File: config.mk
export PLATFORM = sky130hd
export DESIGN_NAME = fifo_wr_arbiter
export DESIGN_NICKNAME = d
export VERILOG_FILES = /design/src/rtl/fifo_arb_pkg.sv /design/src/rtl/rr_pick.sv /design/src/rtl/fifo_wr_arbiter.sv
export SDC_FILE = /design/constraint.sdc
export NUM_CORES = 1
export LEC_CHECK = 0
export ABC_AREA = 1
export CORE_MARGIN = 4
export CORE_UTILIZATION = 37
export DETAILED_ROUTE_END_ITERATION = 6
export PLACE_DENSITY = 0.81
export SLEW_MARGIN = 0
export SYNTH_ARGS = -nofsm -noshare
export SYNTH_HDL_FRONTEND = slang
export SYNTH_SLANG_ARGS = --single-unit
export TNS_END_PERCENT = 100
File: constraint.sdc
create_clock -name clk -period 3.1 [get_ports clk]
set_clock_uncertainty 0.2 [all_clocks]
set_input_delay 0.62 -clock clk [delete_from_list [all_inputs] [get_ports clk]]
set_output_delay 0.62 -clock clk [all_outputs]
set_load 0.01 [all_outputs]
File: src/rtl/fifo_arb_pkg.sv
// Shared defaults, state encoding and width helper for the FIFO write-port arbiter.
package fifo_arb_pkg;

  localparam int unsigned N_REQ_DEF  = 4;
  localparam int unsigned DATA_W_DEF = 8;
  localparam int unsigned BURST_DEF  = 4;

  typedef enum logic {
    StIdle = 1'b0,
    StBusy = 1'b1
  } arb_state_e;

  // Index width that stays at least one bit for degenerate sizes.
  function automatic int unsigned idx_width(int unsigned n);
    return (n > 1) ? $clog2(n) : 1;
  endfunction

endpackage

File: src/rtl/rr_pick.sv
// Combinational round-robin picker: first requester after last_owner, wrapping modulo N_REQ.
module rr_pick
  import fifo_arb_pkg::*;
#(
  parameter int unsigned N_REQ = N_REQ_DEF,
  localparam int unsigned IdxW = idx_width(N_REQ)
) (
  input  logic [N_REQ-1:0] req,
  input  logic [IdxW-1:0]  last_owner,
  output logic             valid,
  output logic [IdxW-1:0]  index
);

  int unsigned cand;

  always_comb begin
    valid = 1'b0;
    index = '0;
    cand  = 0;
    for (int unsigned i = 1; i <= N_REQ; i++) begin
      cand = (int'(last_owner) + i) % N_REQ;
      if (!valid && req[cand]) begin
        valid = 1'b1;
        index = IdxW'(cand);
      end
    end
  end

endmodule

File: src/rtl/fifo_wr_arbiter.sv
// Grants the shared FIFO write port to one producer at a time in bursts of up to BURST words.
module fifo_wr_arbiter
  import fifo_arb_pkg::*;
#(
  parameter int unsigned N_REQ  = N_REQ_DEF,
  parameter int unsigned DATA_W = DATA_W_DEF,
  parameter int unsigned BURST  = BURST_DEF,
  localparam int unsigned IdxW  = idx_width(N_REQ),
  localparam int unsigned CntW  = idx_width(BURST)
) (
  input  logic                      clk,
  input  logic                      reset,
  input  logic [N_REQ-1:0]          req,
  input  logic [N_REQ*DATA_W-1:0]   req_data,
  output logic [N_REQ-1:0]          grant,
  output logic                      fifo_wr_en,
  output logic [DATA_W-1:0]         fifo_data_in,
  input  logic                      fifo_full,
  output logic [IdxW-1:0]           owner_id,
  output logic                      busy
);

  arb_state_e      state;
  logic [IdxW-1:0] owner;
  logic [IdxW-1:0] last_owner;
  logic [CntW-1:0] beat_cnt;

  logic            pick_valid;
  logic [IdxW-1:0] pick_idx;
  logic            accept;

  rr_pick #(
    .N_REQ(N_REQ)
  ) u_rr_pick (
    .req       (req),
    .last_owner(last_owner),
    .valid     (pick_valid),
    .index     (pick_idx)
  );

  // Outputs are masked while reset is high so a burst in flight cannot write during reset.
  assign accept = (state == StBusy) && req[owner] && !fifo_full && !reset;

  always_comb begin
    grant        = '0;
    fifo_data_in = '0;
    if (accept) begin
      grant[owner] = 1'b1;
      fifo_data_in = req_data[int'(owner)*DATA_W +: DATA_W];
    end
  end

  assign fifo_wr_en = accept;
  assign busy       = (state == StBusy) && !reset;
  assign owner_id   = reset ? '0 : owner;

  always_ff @(posedge clk) begin
    if (reset) begin
      state      <= StIdle;
      owner      <= '0;
      beat_cnt   <= '0;
      last_owner <= IdxW'(N_REQ - 1);
    end else begin
      unique case (state)
        StIdle: begin
          if (pick_valid && !fifo_full) begin
            state    <= StBusy;
            owner    <= pick_idx;
            beat_cnt <= '0;
          end
        end
        StBusy: begin
          if (!req[owner]) begin
            state      <= StIdle;
            last_owner <= owner;
          end else if (accept) begin
            if (beat_cnt == CntW'(BURST - 1)) begin
              state      <= StIdle;
              last_owner <= owner;
            end else begin
              beat_cnt <= beat_cnt + 1'b1;
            end
          end
          // req held while full: stall with state, owner and beat_cnt unchanged
        end
        default: state <= StIdle;
      endcase
    end
  end

endmodule

======== Word-level counts from Yosys, hierarchy flattened ========
Cells that the tools add are included.
word-level totals
  register bits ........................... 7
  input port bits ......................... 39
  output and inout bits ................... 16
cells by class
  add/sub/neg operators ................... 5
  $lt $le $gt $ge ......................... 6
  equality and inequality tests ........... 7
  shift operators ......................... 1
  multiplexer cells ....................... 36
  bitwise gates (word level) .............. 1
  reductions and logical operators ........ 17
operators by type and width
  kind                                                                      count
  32-bit by 6-bit variable part select with 8-bit output                    1
  2-bit 2-to-1 mux                                                          12
  2-bit by 3-bit < comparator with 1-bit output (second input constant)     5
  1-bit 2-to-1 mux                                                          14
  1-bit binary-select mux with 2-bit select                                 5
  1-bit logical AND                                                         9
  8-bit 2-to-1 mux                                                          1
  2-bit inequality test (second input constant)                             4
  2-bit by 1-bit adder with 2-bit output (second input constant)            3
  1-bit logical NOT                                                         5
  2-bit adder (second input constant)                                       2
  4-bit 2-to-1 mux                                                          1
  2-bit by 1-bit inequality test with 1-bit output (second input constant)  2
  2-bit one-hot mux with 2 select lines                                     1
  4-bit AND reduction                                                       1
  3-bit AND reduction                                                       1
  1-bit demux with 2-bit select                                             1
  2-bit == test (second input constant)                                     1
  2-bit by 1-bit >= comparator with 1-bit output (second input constant)    1
  1-bit one-hot mux with 2 select lines                                     1
  2-bit AND reduction                                                       1
  1-bit NOT                                                                 1

======== Depth between registers and ports, before layout ========
  depth after elaboration ................. 16
  depth in mapped cells ................... 12

======== By module ========
A second synthesis with hierarchy kept.
unflattened totals
  cell total of the unflattened synthesis .. 150
  area total of the unflattened synthesis .. 913.4 sq um
by module, submodules not included
  module           instances  cells each  area each (sq um)  seq. area each (sq um)
  fifo_wr_arbiter  1          101         623.1              140.1
  rr_pick          1          49          290.3              0.0

======== Worst setup path after synthesis ========
No wires, ideal clock.
  path type ............................... input-to-output
  start ................................... input reset
  end ..................................... output fifo_data_in[0]
  arrival time ............................ 1.487 ns
  slack ................................... 0.793 ns
  stages on the path ...................... 6
  cell sequence ........................... inv_1 > nand2_1 > nor2_1 > nand2_4 > buf_2 > a31oi_1
on the way
  longest elaborated chain between the ends .. 3
ends and longest elaborated chain
  what               line                   text
  from (decl)        fifo_wr_arbiter.sv:12  input logic reset,
  1-bit logical NOT  fifo_wr_arbiter.sv:42  assign accept = (state == StBusy) && req[owner] && !fifo_full && !reset;
  1-bit logical AND  fifo_wr_arbiter.sv:42
  8-bit 2-to-1 mux   fifo_wr_arbiter.sv:47  if (accept) begin
  to (decl)          fifo_wr_arbiter.sv:17  output logic [DATA_W-1:0] fifo_data_in,
No other way between the ends.

======== Worst setup path in the final report ========
  start ................................... input req[3]
  end ..................................... output grant[1]
on the way
  longest elaborated chain between the ends .. 6
ends and longest elaborated chain
  what                                       line                   text
  from (decl)                                fifo_wr_arbiter.sv:13  input logic [N_REQ-1:0] req,
  1-bit binary-select mux with 2-bit select  fifo_wr_arbiter.sv:42
  1-bit 2-to-1 mux (not written as such)     fifo_wr_arbiter.sv:42
  1-bit logical AND (3 in a row)             fifo_wr_arbiter.sv:42
  4-bit 2-to-1 mux                           fifo_wr_arbiter.sv:47
  to (decl)                                  fifo_wr_arbiter.sv:15  output logic [N_REQ-1:0] grant,
No other way between the ends. The select of a mux whose other input is x is not followed.

==> flow_metrics.env <==
export IMPL_timing_critical_path_fanout_max=15
export IMPL_max_cap_violations=0
export IMPL_die_h_um=58.2
export IMPL_timing_worst_setup_path_type="in -> out"
export IMPL_postSynthNetCount=189
export IMPL_result_of_the_run="completed"
export IMPL_fmaxAchievable_mhz=332
export IMPL_cts_setup_buffers=0
export IMPL_dr_first_iter_drc_count=50
export IMPL_placement_setup_worst_slack_ps=-11.2
export IMPL_synth_commonest_cells="sky130_fd_sc_hd__nand2_1 (56), sky130_fd_sc_hd__inv_1 (9), sky130_fd_sc_hd__nand2_2 (9), sky130_fd_sc_hd__nand3_1 (9)"
export IMPL_boundaryPins=55
export IMPL_timing_hold_worst_path_depth=2
export IMPL_top_area_cell_type_share_of_the_netlist_area=0.225
export IMPL_layout_setup_ws_ps=88.2
export IMPL_largest_net_degree_at_the_start_of_global_routing=16
export IMPL_number_of_flops_mapped_to_enable_cells_by_yosys=0
export IMPL_m1WireLength_um=1370
export IMPL_synth_async_reset_ratio=0
export IMPL_grt_use_total=0.175
export IMPL_syn2layout_area_growth_pct=71.7
export IMPL_chipWidth_um=58.2
export IMPL_area_sequential_um2=141
export IMPL_grt_pass1_vias=1155
export IMPL_share_comb_of_total_power=0.606
export IMPL_synthesis_yosys_warnings=0
export IMPL_post_route_cell_area_um2=1600
export IMPL_finalSetupViolCount=0
export IMPL_power_per_cell_area_nw_per_um2=334
export IMPL_yosysMostFrequentCell="sky130_fd_sc_hd__nand2_1"
export IMPL_synth_cells=149
export IMPL_tritoncts_clock_tree="yes"
export IMPL_cts_made_buffers=3
export IMPL_synth_ff_type="sky130_fd_sc_hd__dfxtp_1"
export IMPL_worst_hold_path_endpoint="beat_cnt[1]$_SDFFE_PP0P_"
export IMPL_dr_pass1_iters=4
export IMPL_seq_pwr_share=0.238
export IMPL_setup_repair_after_global_routing_missed_its_margin="false"
export IMPL_worst_setup_path_start_kind="input pin"
export IMPL_die_area_um2=3390
export IMPL_initial_core_utilization=0.406
export IMPL_cp_arrival_ps=2190
export IMPL_cp_common_cell="sky130_fd_sc_hd__clkdlybuf4s50_1"
export IMPL_crit_path_max_incr_delay_ps=560
export IMPL_grt_first_pass_wirelength_um=4770
export IMPL_synth_avg_cell_area_um2=6.26
export IMPL_fin_total_pwr_w=0.000535
export IMPL_maxSlewViolCount=0
export IMPL_placement_rows=17
export IMPL_insertion_delay_ps=250
export IMPL_antenna_found_initial=0
export IMPL_grt_overflow_total=0
export IMPL_ratio_of_routed_vias_to_standard_cells=5.26
export IMPL_max_vdd_ir_drop_mv=0.351
export IMPL_crit_slowest_cell="sky130_fd_sc_hd__clkdlybuf4s50_1"
export IMPL_ff_to_ff_path_depth=11
export IMPL_finalCriticalPeriod_ps=3010
export IMPL_met3RoutedLength_um=354
export IMPL_worst_endpoint_required_ps=2280
export IMPL_post_route_cells_drive_above_1_share=0.209
export IMPL_library_cells_used_by_synthesis=26
export IMPL_post_route_drc_count=0
export IMPL_fin_setup_tns_ps=0
export IMPL_reg2reg_slack_ps=1300
export IMPL_synth_cell_area_um2=933
export IMPL_dpl_instance_area_um2=1530
export IMPL_met2_wirelength_um=1390
export IMPL_timing_hold_violations_final=0
export IMPL_hold_start="beat_cnt[1]$_SDFFE_PP0P_"
export IMPL_netSwitchingFraction=0.442
export IMPL_worst_pin_slew_ps=326
export IMPL_post_synth_top_area_cell="sky130_fd_sc_hd__nand2_1"
export IMPL_num_nets_final=252
export IMPL_antenna_violating_nets_post_route=0
export IMPL_cts_htree_levels=1
export IMPL_routed_via_count=1258
export IMPL_synth_seq_area_share=0.150
export IMPL_topRoutingLayerUsed="met4"
export IMPL_timing_slew_headroom=0.782
export IMPL_fillCellCount=211
export IMPL_synth_top_cells_by_area="sky130_fd_sc_hd__nand2_1 (23%), sky130_fd_sc_hd__dfxtp_1 (15%), sky130_fd_sc_hd__a22oi_1 (6.4%)"
export IMPL_multi_input_area_um2=719
export IMPL_power_internal_w=0.000298
export IMPL_worstReg2RegEnd="state$_SDFF_PP0_"
export IMPL_path_cells="clkdlybuf4s50_1, nand2_2, nand4_4, nand2_8, nor3_1, clkdlybuf4s50_1"
export IMPL_clkTransAtPathRegs_ps=50
export IMPL_floorplan_core_area_um2=2300
export IMPL_numPortBuffers=54
export IMPL_leakage_nw=0.801
export IMPL_numClockSinks=7
export IMPL_critical_path_endpoint_type="primary output"
export IMPL_power_net_switching_w=0.000236
export IMPL_clock_tree_root_cell="sky130_fd_sc_hd__clkbuf_4"
export IMPL_cts_max_path_buffers=2
export IMPL_diodes=0
export IMPL_timing_hold_worst_class="reg -> reg"
export IMPL_r2r_start="last_owner[0]$_SDFFE_PP1P_"
export IMPL_final_routed_wirelength_across_all_metal_layers_um=3150
export IMPL_ys_ff_latch=7
export IMPL_clockPowerShare=0.155
export IMPL_drt_wirelength_per_cell_um=13.2
export IMPL_dpl_hpwl_um=2510
export IMPL_gp_congestion=0.874
export IMPL_final_period_utilization=0.972
## layout by cell type, fill, tap and decap left out
master	instances
sky130_fd_sc_hd__nor3_2	2
sky130_fd_sc_hd__clkdlybuf4s50_1	47
sky130_fd_sc_hd__o21ai_4	1
sky130_fd_sc_hd__a31oi_2	1
sky130_fd_sc_hd__nand2_2	9
sky130_fd_sc_hd__nand4_1	3
sky130_fd_sc_hd__inv_1	9
sky130_fd_sc_hd__a22oi_1	8
sky130_fd_sc_hd__buf_4	8
sky130_fd_sc_hd__nand2_1	56
sky130_fd_sc_hd__dfxtp_1	6
sky130_fd_sc_hd__nand4_4	1
sky130_fd_sc_hd__nand3_2	2
sky130_fd_sc_hd__clkbuf_1	1
sky130_fd_sc_hd__dfxtp_2	1
sky130_fd_sc_hd__inv_4	1
sky130_fd_sc_hd__nor2_4	3
sky130_fd_sc_hd__nor3_1	1
sky130_fd_sc_hd__nand2_8	1
sky130_fd_sc_hd__o21ai_0	1
sky130_fd_sc_hd__o21ai_1	4
sky130_fd_sc_hd__nand2_4	1
sky130_fd_sc_hd__dlymetal6s2s_1	7
sky130_fd_sc_hd__nor2_1	6
sky130_fd_sc_hd__nor2_8	2
sky130_fd_sc_hd__nand3_1	9
sky130_fd_sc_hd__ha_1	1
sky130_fd_sc_hd__clkbuf_4	3
sky130_fd_sc_hd__a31oi_1	7
sky130_fd_sc_hd__a21oi_2	2
sky130_fd_sc_hd__o211ai_1	1
sky130_fd_sc_hd__inv_2	6
## power by group through the flow
stage                     clock (W)  sequential, W  combinational, W
after floorplan                   0       0.000111          0.000226
after global placement            0       0.000128          0.000309
after detailed placement          0       0.000129          0.000317
after CTS                 0.0000866       0.000127          0.000318
after global routing      0.0000920       0.000130          0.000357
final                     0.0000829       0.000128          0.000324
## sequential cells by signal, indices dropped and copies added, names as in the netlist
name        flops
beat_cnt        2
last_owner      2
owner           2
state           1
## worst max-delay path by stage
stage | startpoint | slack (ps) | cells after the start | endpoint
5_1_grt | reset | 20 | 7 | fifo_data_in[0]
3_5_place_dp | reset | -10 | 7 | fifo_data_in[1]
2_1_floorplan | reset | 790 | 6 | fifo_data_in[0]
4_1_cts | req[3] | 30 | 6 | fifo_data_in[1]
3_3_place_gp | reset | 50 | 7 | fifo_data_in[2]
6_report | req[3] | 90 | 6 | grant[1]
## layout make-up
type,instances,area share
Multi-Input combinational cell,122,0.449
Tap cell,28,0.0219
Clock buffer,4,0.0164
Timing Repair Buffer,62,0.386
Inverter,16,0.0390
Sequential cell,7,0.0882
## cells by family (layout without fill, tap and decap cells)
kind of cell               Yosys count  after routing  share of synthesized area
adders and majority gates            1              1                     0.0134
and+or+nand+nor                     96             96                      0.539
buffers and inverters               20             82                      0.109
AOI/OAI and AO/OA                   25             25                      0.189
DFF                                  7              7                      0.150
## critical path: cells and delay by family
kind | cells | cell delay (ps)
simple gates | 4 | 480
buf+inv | 2 | 1080
## through the flow
stage | std cells | utilization | hold slack (ps)
2_1_floorplan | 149 | - | 245
3_3_place_gp | 235 | 0.666 | 257
3_5_place_dp | 235 | 0.666 | 268
4_1_cts | 239 | 0.679 | 275
5_1_grt | 239 | 0.698 | 295
6_report | 239 | 0.698 | 272
## layer usage
metal	vias to the layer above	track usage
li1	626	-
met1	566	0.207
met2	60	0.315
met3	6	0.0579
met4	0	0.0199
met5	-	0
## what timing repair did
action	in CTS	in global routing
gates resized for setup	2	11
pin swaps	0	1
hold buffers	0	0
endpoints found under the setup margin	7	10
endpoints found under the hold margin	0	0
Power figures use the tool's default switching activity.
